### src/rtl/mult_arbiter.sv
// mult_arbiter: round-robin arbiter that shares one multiplier among NREQ
// requesters. Each grant runs one operation: latch the winner's operands,
// pulse mult_start, wait for mult_valid, then return the result with a
// one-cycle rsp_valid pulse to the winner.
//
// Optional build macro: MULT_ARB_TIMEOUT_EN bounds the WAIT state to TIMEOUT
// cycles. On timeout the requester gets rsp_result = 0 and rsp_err = 1.
//
// state | meaning
// ------+-------------------------------------------------------------
// IDLE  | no operation; arbitrate when any req is high and multiplier free
// ISSUE | operands latched, mult_start high for this one cycle
// WAIT  | waiting for mult_valid (or, optionally, for the timeout)
// RESP  | rsp_valid pulse to the granted requester; round-robin pointer moves
module mult_arbiter #(
  parameter int WIDTH   = 24,
  parameter int NREQ    = 4,
  parameter int TIMEOUT = 64
) (
  input  logic                  clk,
  input  logic                  rst,
  input  logic [NREQ-1:0]       req,
  input  logic [NREQ*WIDTH-1:0] req_rs1,
  input  logic [NREQ*WIDTH-1:0] req_rs2,
  output logic [NREQ-1:0]       gnt,
  output logic [NREQ-1:0]       rsp_valid,
  output logic [WIDTH-1:0]      rsp_result,
  output logic                  rsp_err,
  output logic                  mult_start,
  output logic [WIDTH-1:0]      mult_rs1,
  output logic [WIDTH-1:0]      mult_rs2,
  input  logic [WIDTH-1:0]      mult_result,
  input  logic                  mult_valid,
  input  logic                  mult_busy,
  output logic                  arb_busy
);

  localparam int IW = (NREQ > 1) ? $clog2(NREQ) : 1;

  typedef enum logic [1:0] {
    S_IDLE  = 2'd0,
    S_ISSUE = 2'd1,
    S_WAIT  = 2'd2,
    S_RESP  = 2'd3
  } state_t;

  state_t            state_q, state_d;
  logic [NREQ-1:0]   gnt_q, gnt_d;
  logic [IW-1:0]     gnt_idx_q, gnt_idx_d;
  logic [IW-1:0]     last_q, last_d;
  logic [WIDTH-1:0]  rs1_q, rs1_d;
  logic [WIDTH-1:0]  rs2_q, rs2_d;
  logic              start_q, start_d;
  logic [NREQ-1:0]   rsp_valid_q, rsp_valid_d;
  logic [WIDTH-1:0]  result_q, result_d;

`ifdef MULT_ARB_TIMEOUT_EN
  localparam int CW = $clog2(TIMEOUT + 1);
  logic [CW-1:0]     cnt_q, cnt_d;
  logic              err_q, err_d;
`endif

  logic              win_found;
  logic [IW-1:0]     win_idx;
  logic [IW-1:0]     cand;
  logic [WIDTH-1:0]  win_rs1;
  logic [WIDTH-1:0]  win_rs2;

  // Round-robin search: first requesting index after the last one served.
  always_comb begin
    win_found = 1'b0;
    win_idx   = '0;
    cand      = '0;
    for (int o = 1; o <= NREQ; o++) begin
      cand = IW'((int'(last_q) + o) % NREQ);
      if (!win_found && req[cand]) begin
        win_found = 1'b1;
        win_idx   = cand;
      end
    end
  end

  // Operand mux for the arbitration winner.
  always_comb begin
    win_rs1 = '0;
    win_rs2 = '0;
    for (int i = 0; i < NREQ; i++) begin
      if (win_idx == IW'(i)) begin
        win_rs1 = req_rs1[i*WIDTH +: WIDTH];
        win_rs2 = req_rs2[i*WIDTH +: WIDTH];
      end
    end
  end

  // Next-state and registered-output logic of the sequencing FSM.
  always_comb begin
    state_d     = state_q;
    gnt_d       = gnt_q;
    gnt_idx_d   = gnt_idx_q;
    last_d      = last_q;
    rs1_d       = rs1_q;
    rs2_d       = rs2_q;
    start_d     = 1'b0;
    rsp_valid_d = '0;
    result_d    = result_q;
`ifdef MULT_ARB_TIMEOUT_EN
    cnt_d       = cnt_q;
    err_d       = err_q;
`endif
    case (state_q)
      S_IDLE: begin
        if (win_found && !mult_busy) begin
          gnt_d          = '0;
          gnt_d[win_idx] = 1'b1;
          gnt_idx_d      = win_idx;
          rs1_d          = win_rs1;
          rs2_d          = win_rs2;
          start_d        = 1'b1;
          state_d        = S_ISSUE;
        end
      end
      S_ISSUE: begin
        state_d = S_WAIT;
`ifdef MULT_ARB_TIMEOUT_EN
        cnt_d   = '0;
`endif
      end
      S_WAIT: begin
        if (mult_valid) begin
          result_d    = mult_result;
          rsp_valid_d = gnt_q;
          state_d     = S_RESP;
`ifdef MULT_ARB_TIMEOUT_EN
          err_d       = 1'b0;
        end else if (cnt_q == CW'(TIMEOUT - 1)) begin
          // The TIMEOUT-th WAIT cycle passed without a result.
          result_d    = '0;
          err_d       = 1'b1;
          rsp_valid_d = gnt_q;
          state_d     = S_RESP;
        end else begin
          cnt_d       = cnt_q + 1'b1;
`endif
        end
      end
      S_RESP: begin
        last_d  = gnt_idx_q;
        gnt_d   = '0;
        state_d = S_IDLE;
      end
      default: begin
        state_d = S_IDLE;
        gnt_d   = '0;
      end
    endcase
  end

  // State and output registers; reset abandons any operation in flight.
  always_ff @(posedge clk or posedge rst) begin
    if (rst) begin
      state_q     <= S_IDLE;
      gnt_q       <= '0;
      gnt_idx_q   <= '0;
      last_q      <= IW'(NREQ - 1);
      rs1_q       <= '0;
      rs2_q       <= '0;
      start_q     <= 1'b0;
      rsp_valid_q <= '0;
      result_q    <= '0;
    end else begin
      state_q     <= state_d;
      gnt_q       <= gnt_d;
      gnt_idx_q   <= gnt_idx_d;
      last_q      <= last_d;
      rs1_q       <= rs1_d;
      rs2_q       <= rs2_d;
      start_q     <= start_d;
      rsp_valid_q <= rsp_valid_d;
      result_q    <= result_d;
    end
  end

`ifdef MULT_ARB_TIMEOUT_EN
  // Timeout counter and error flag.
  always_ff @(posedge clk or posedge rst) begin
    if (rst) begin
      cnt_q <= '0;
      err_q <= 1'b0;
    end else begin
      cnt_q <= cnt_d;
      err_q <= err_d;
    end
  end

  assign rsp_err = err_q;
`else
  // No timeout hardware in this build; the expression folds to constant 0
  // and only keeps TIMEOUT referenced.
  assign rsp_err = (TIMEOUT < 0);
`endif

  assign gnt        = gnt_q;
  assign rsp_valid  = rsp_valid_q;
  assign rsp_result = result_q;
  assign mult_start = start_q;
  assign mult_rs1   = rs1_q;
  assign mult_rs2   = rs2_q;
  assign arb_busy   = (state_q != S_IDLE);

endmodule

### config.mk
export PLATFORM = sky130hd
export DESIGN_NAME = mult_arbiter
export DESIGN_NICKNAME = d
export VERILOG_FILES = /design/src/rtl/mult_arbiter.sv
export SDC_FILE = /design/constraint.sdc
export NUM_CORES = 1
export LEC_CHECK = 0
export CAP_MARGIN = 20
export CORE_UTILIZATION = 24
export DETAILED_ROUTE_END_ITERATION = 10
export DONT_BUFFER_PORTS = 1
export GPL_ROUTABILITY_DRIVEN = 1
export PLACE_DENSITY = 0.47
export REMOVE_ABC_BUFFERS = 1
export SYNTH_ARGS = -nofsm -noshare
export SYNTH_HDL_FRONTEND = slang
export SYNTH_SLANG_ARGS = --single-unit
export TNS_END_PERCENT = 1
### constraint.sdc
create_clock -name clk -period 3.51 [get_ports clk]
set_input_delay 0.5265 -clock clk [delete_from_list [all_inputs] [get_ports clk]]
set_output_delay 0.5265 -clock clk [all_outputs]
set_load 0.01 [all_outputs]
==> impl_metrics.py <==
metrics = {
    "run_status": {
        "outcome": "completed",
    },
    "logic_synthesis": {
        "postSynthCellCount": 490,
        "ys_warn_count": 0,
        "yosysTopAreaCell": "dfrtp_1",
        "synth.ff_latch_count": 87,
        "synthesis.area_um2": 4840,
        "ys_types": 36,
        "ys_seq_area_share_pct": 45.0,
        "yosysTopAreaCellShare_pct": 44.0,
        "ys_top_cells_by_area": "dfrtp_1 (44%), mux2i_1 (10%), nand2_1 (7.9%), and3_1 (6.7%), mux2_2 (6.3%)",
        "synth.avg_cell_area_um2": 9.87,
    },
    "min_path": {
        "hp-class": "input pin to asynchronous set/reset pin",
    },
    "critical_path": {
        "start_kind": "flip-flop",
        "worstRegToRegCells": 8,
        "critPathArrivalTime_ns": 2.85,
        "path_buf_inv": 3,
        "reg2reg_from": "state_q[0]$_DFFE_PP0P_",
        "cp_top_family": "simple AND/OR/NAND/NOR gates",
        "worstPathCellList": "inv_1 > ha_1 > inv_1 > or3_1 > a21oi_4 > buf_4 > and3_1 > a211oi_2",
        "worstPathMaxFanout": 28,
        "timing.rr.end": "mult_rs1[6]$_DFFE_PP0P_",
        "crit_path_frequent_cell": "inv_1",
        "required_ns": 3.73,
        "critical_path_class": "flip-flop to flip-flop",
        "r2r_slack_ns": 0.88,
        "cpMaxStageDelayCell": "or3_1",
        "critPathMaxStageDelay_ns": 0.60,
        "cp-end-kind": "flip-flop",
    },
    "floorplanning": {
        "rows": 51,
        "fp.dieW_um": 144,
        "io_pins": 307,
        "die_y_um": 144,
        "coreArea_um2": 19600,
        "dieArea_um2": 20700,
        "initial_core_util_pct": 24.7,
    },
    "power_and_ir_drop": {
        "peakVddDrop_v": 0.000254,
        "total_power_mw": 4.64,
        "power.leakage_nw": 2.44,
        "power.density_nw_per_um2": 866,
    },
    "clock_tree": {
        "cts_hold_buf": 0,
        "cts_resized": 0,
        "cts_sinks": 87,
        "cts_root_buffer": "clkbuf_16",
        "cts_tree": "built",
        "numCtsBuffers": 9,
        "clock_latency_ns": 0.34,
        "clockBufferDepth": 2,
        "clk_pin_slew_worst_paths_ns": 0.07,
        "post_cts_buffers": 0,
        "htreeDepth": 3,
    },
    "flow_run": {
        "cap_violations": 0,
    },
    "placement": {
        "placed_cells": 728,
        "dpl.hpwl_um": 10200,
        "port_buffers": 0,
        "gp_congestion": 0.739,
        "place_ws_ns": 0.887,
    },
    "global_route": {
        "grt-ovfl-total": 0,
        "track_usage_pct": 12.1,
        "grt_pass1_vias": 3517,
        "grt_max_degree": 88,
        "grt_pass1_wl_um": 18700,
        "grt_antenna_before_repair": 2,
    },
    "timing": {
        "fin_crit_sh_pct": 74.9,
        "rsz0062_at_grt": "false",
        "fin_crit_ns": 2.63,
        "finalClockSkew_ns": 0.0120,
        "max_freq_mhz": 380,
        "tightestPinTransition_ns": 0.943,
        "setup_slack_ns": 0.880,
        "relSlewSlack_pct": 37.0,
        "drv_slew": 0,
        "hold_viol_final": 0,
        "setup_viol": 0,
    },
    "drt": {
        "drtPass1Iterations": 4,
        "viasPerCell": 4.84,
        "num_vias": 3610,
        "wl_per_cell_um": 17.5,
        "drc": 0,
        "wl_um": 13000,
        "detail-route-antenna-nets": 0,
        "drt_iter0_drc": 94,
    },
    "cells_and_area": {
        "area_growth_pct": 10.7,
        "fin_cells": 746,
        "n_fill_cell": 2067,
        "layout_common_cells": "nand2_1 (102), dfrtp_1 (85), nor2_1 (53), and3_1 (52), mux2i_1 (49)",
        "utilization_pct": 27.3,
        "fin_nets": 702,
        "drive_gt1_share_pct": 16.7,
        "mostFrequentLayoutCell": "nand2_1",
    },
}
kinds of logic after synthesis:
| kind of cell | share of synthesized area [%] |
|---|---|
| compound gates | 12.3 |
| other cells | 0.0775 |
| fa+ha+maj | 1.03 |
| mux | 16.4 |
| buf+inv | 5.17 |
| simple gates | 19.9 |
| flops | 45.0 |
per-layer routing:
metal / GRT usage [%] / part of all wire, %
met1: 12.4 / 37
met2: 21.8 / 50
met3: 3.54 / 9.6
met4: 7.17 / 3.2
met5: 0 / 0
sequential cells by signal (all words and copies together) (netlist names):
name and cells:
mult_rs2 24, gnt_idx_q 2, rsp_result 24, last_q 2, state_q 2, gnt 4
rsp_valid 4, mult_rs1 24, mult_start 1
power breakdown:
part	internal [mW]	switching, mW
clock network	0.556	0.409
logic	0.723	0.875
registers	1.49	0.584
total	2.77	1.87
per-stage QoR:
stage               hold slack, ns  instance area [um^2]  TNS (ns)
floorplan                    0.444                  4610    -26.29
CTS                          0.169                  5350         0
global route                 0.192                  5360         0
finish                       0.167                  5360         0
global placement             0.473                  5060         0
detailed placement           0.481                  5060         0
synth_stat cells:
cell       number
a211oi_1       28
a211oi_2       20
a21boi_0        1
a21o_1          1
a21oi_1         2
a21oi_2         1
a22oi_1         4
a2bb2oi_1       1
and2_1          1
and3_1         52
and3b_1         1
buf_1           1
buf_2          11
buf_4           7
buf_6           7
clkbuf_1        8
clkbuf_4        1
conb_1          1
dfrtp_1        85
dfstp_2         2
ha_1            4
inv_1           5
inv_2           1
mux2_2         27
mux2i_1        49
nand2_1       102
nor2_1         54
nor2_2          1
nor2b_1         2
nor4_2          1
o21ai_0         2
o21ai_1         2
o21bai_1        1
o32a_1          2
o32ai_2         1
or3_1           1
worst register-to-register path, delay by kind of cell, from the launching register on:
kind | cells | cell delay, ns
adders and majority gates | 1 | 0.15
and+or+nand+nor | 2 | 0.85
buffers and inverters | 3 | 0.55
DFF | 1 | 0.40
AOI/OAI and AO/OA | 2 | 0.55
worst max-delay path by stage:
| stage | from | to | slack [ns] | depth (start not counted) |
|---|---|---|---|---|
| final | state_q[0]$_DFFE_PP0P_ | mult_rs1[6]$_DFFE_PP0P_ | 0.88 | 8 |
| after global routing | state_q[1]$_DFFE_PP0P_ | mult_rs2[9]$_DFFE_PP0P_ | 0.67 | 8 |
| after CTS | state_q[0]$_DFFE_PP0P_ | mult_rs1[6]$_DFFE_PP0P_ | 0.87 | 8 |
| after detailed placement | state_q[0]$_DFFE_PP0P_ | mult_rs1[20]$_DFFE_PP0P_ | 0.89 | 8 |
| after global placement | state_q[0]$_DFFE_PP0P_ | mult_rs2[0]$_DFFE_PP0P_ | 0.95 | 7 |
| after floorplan | last_q[1]$_DFFE_PP1P_ | mult_rs1[0]$_DFFE_PP0P_ | -0.55 | 4 |
area by class of cell:
type	instances	area [um^2]	share of cell area, %
diodes	2	5.00	0.0934
multi-input cells	362	2440	45.5
well taps	265	332	6.19
flip-flops and latches	87	2180	40.7
repair buffers	8	85.1	1.59
clock buffers	10	229	4.27
clock inverters	6	67.6	1.26
inverters	6	23.8	0.444
Power figures use the tool's default switching activity.
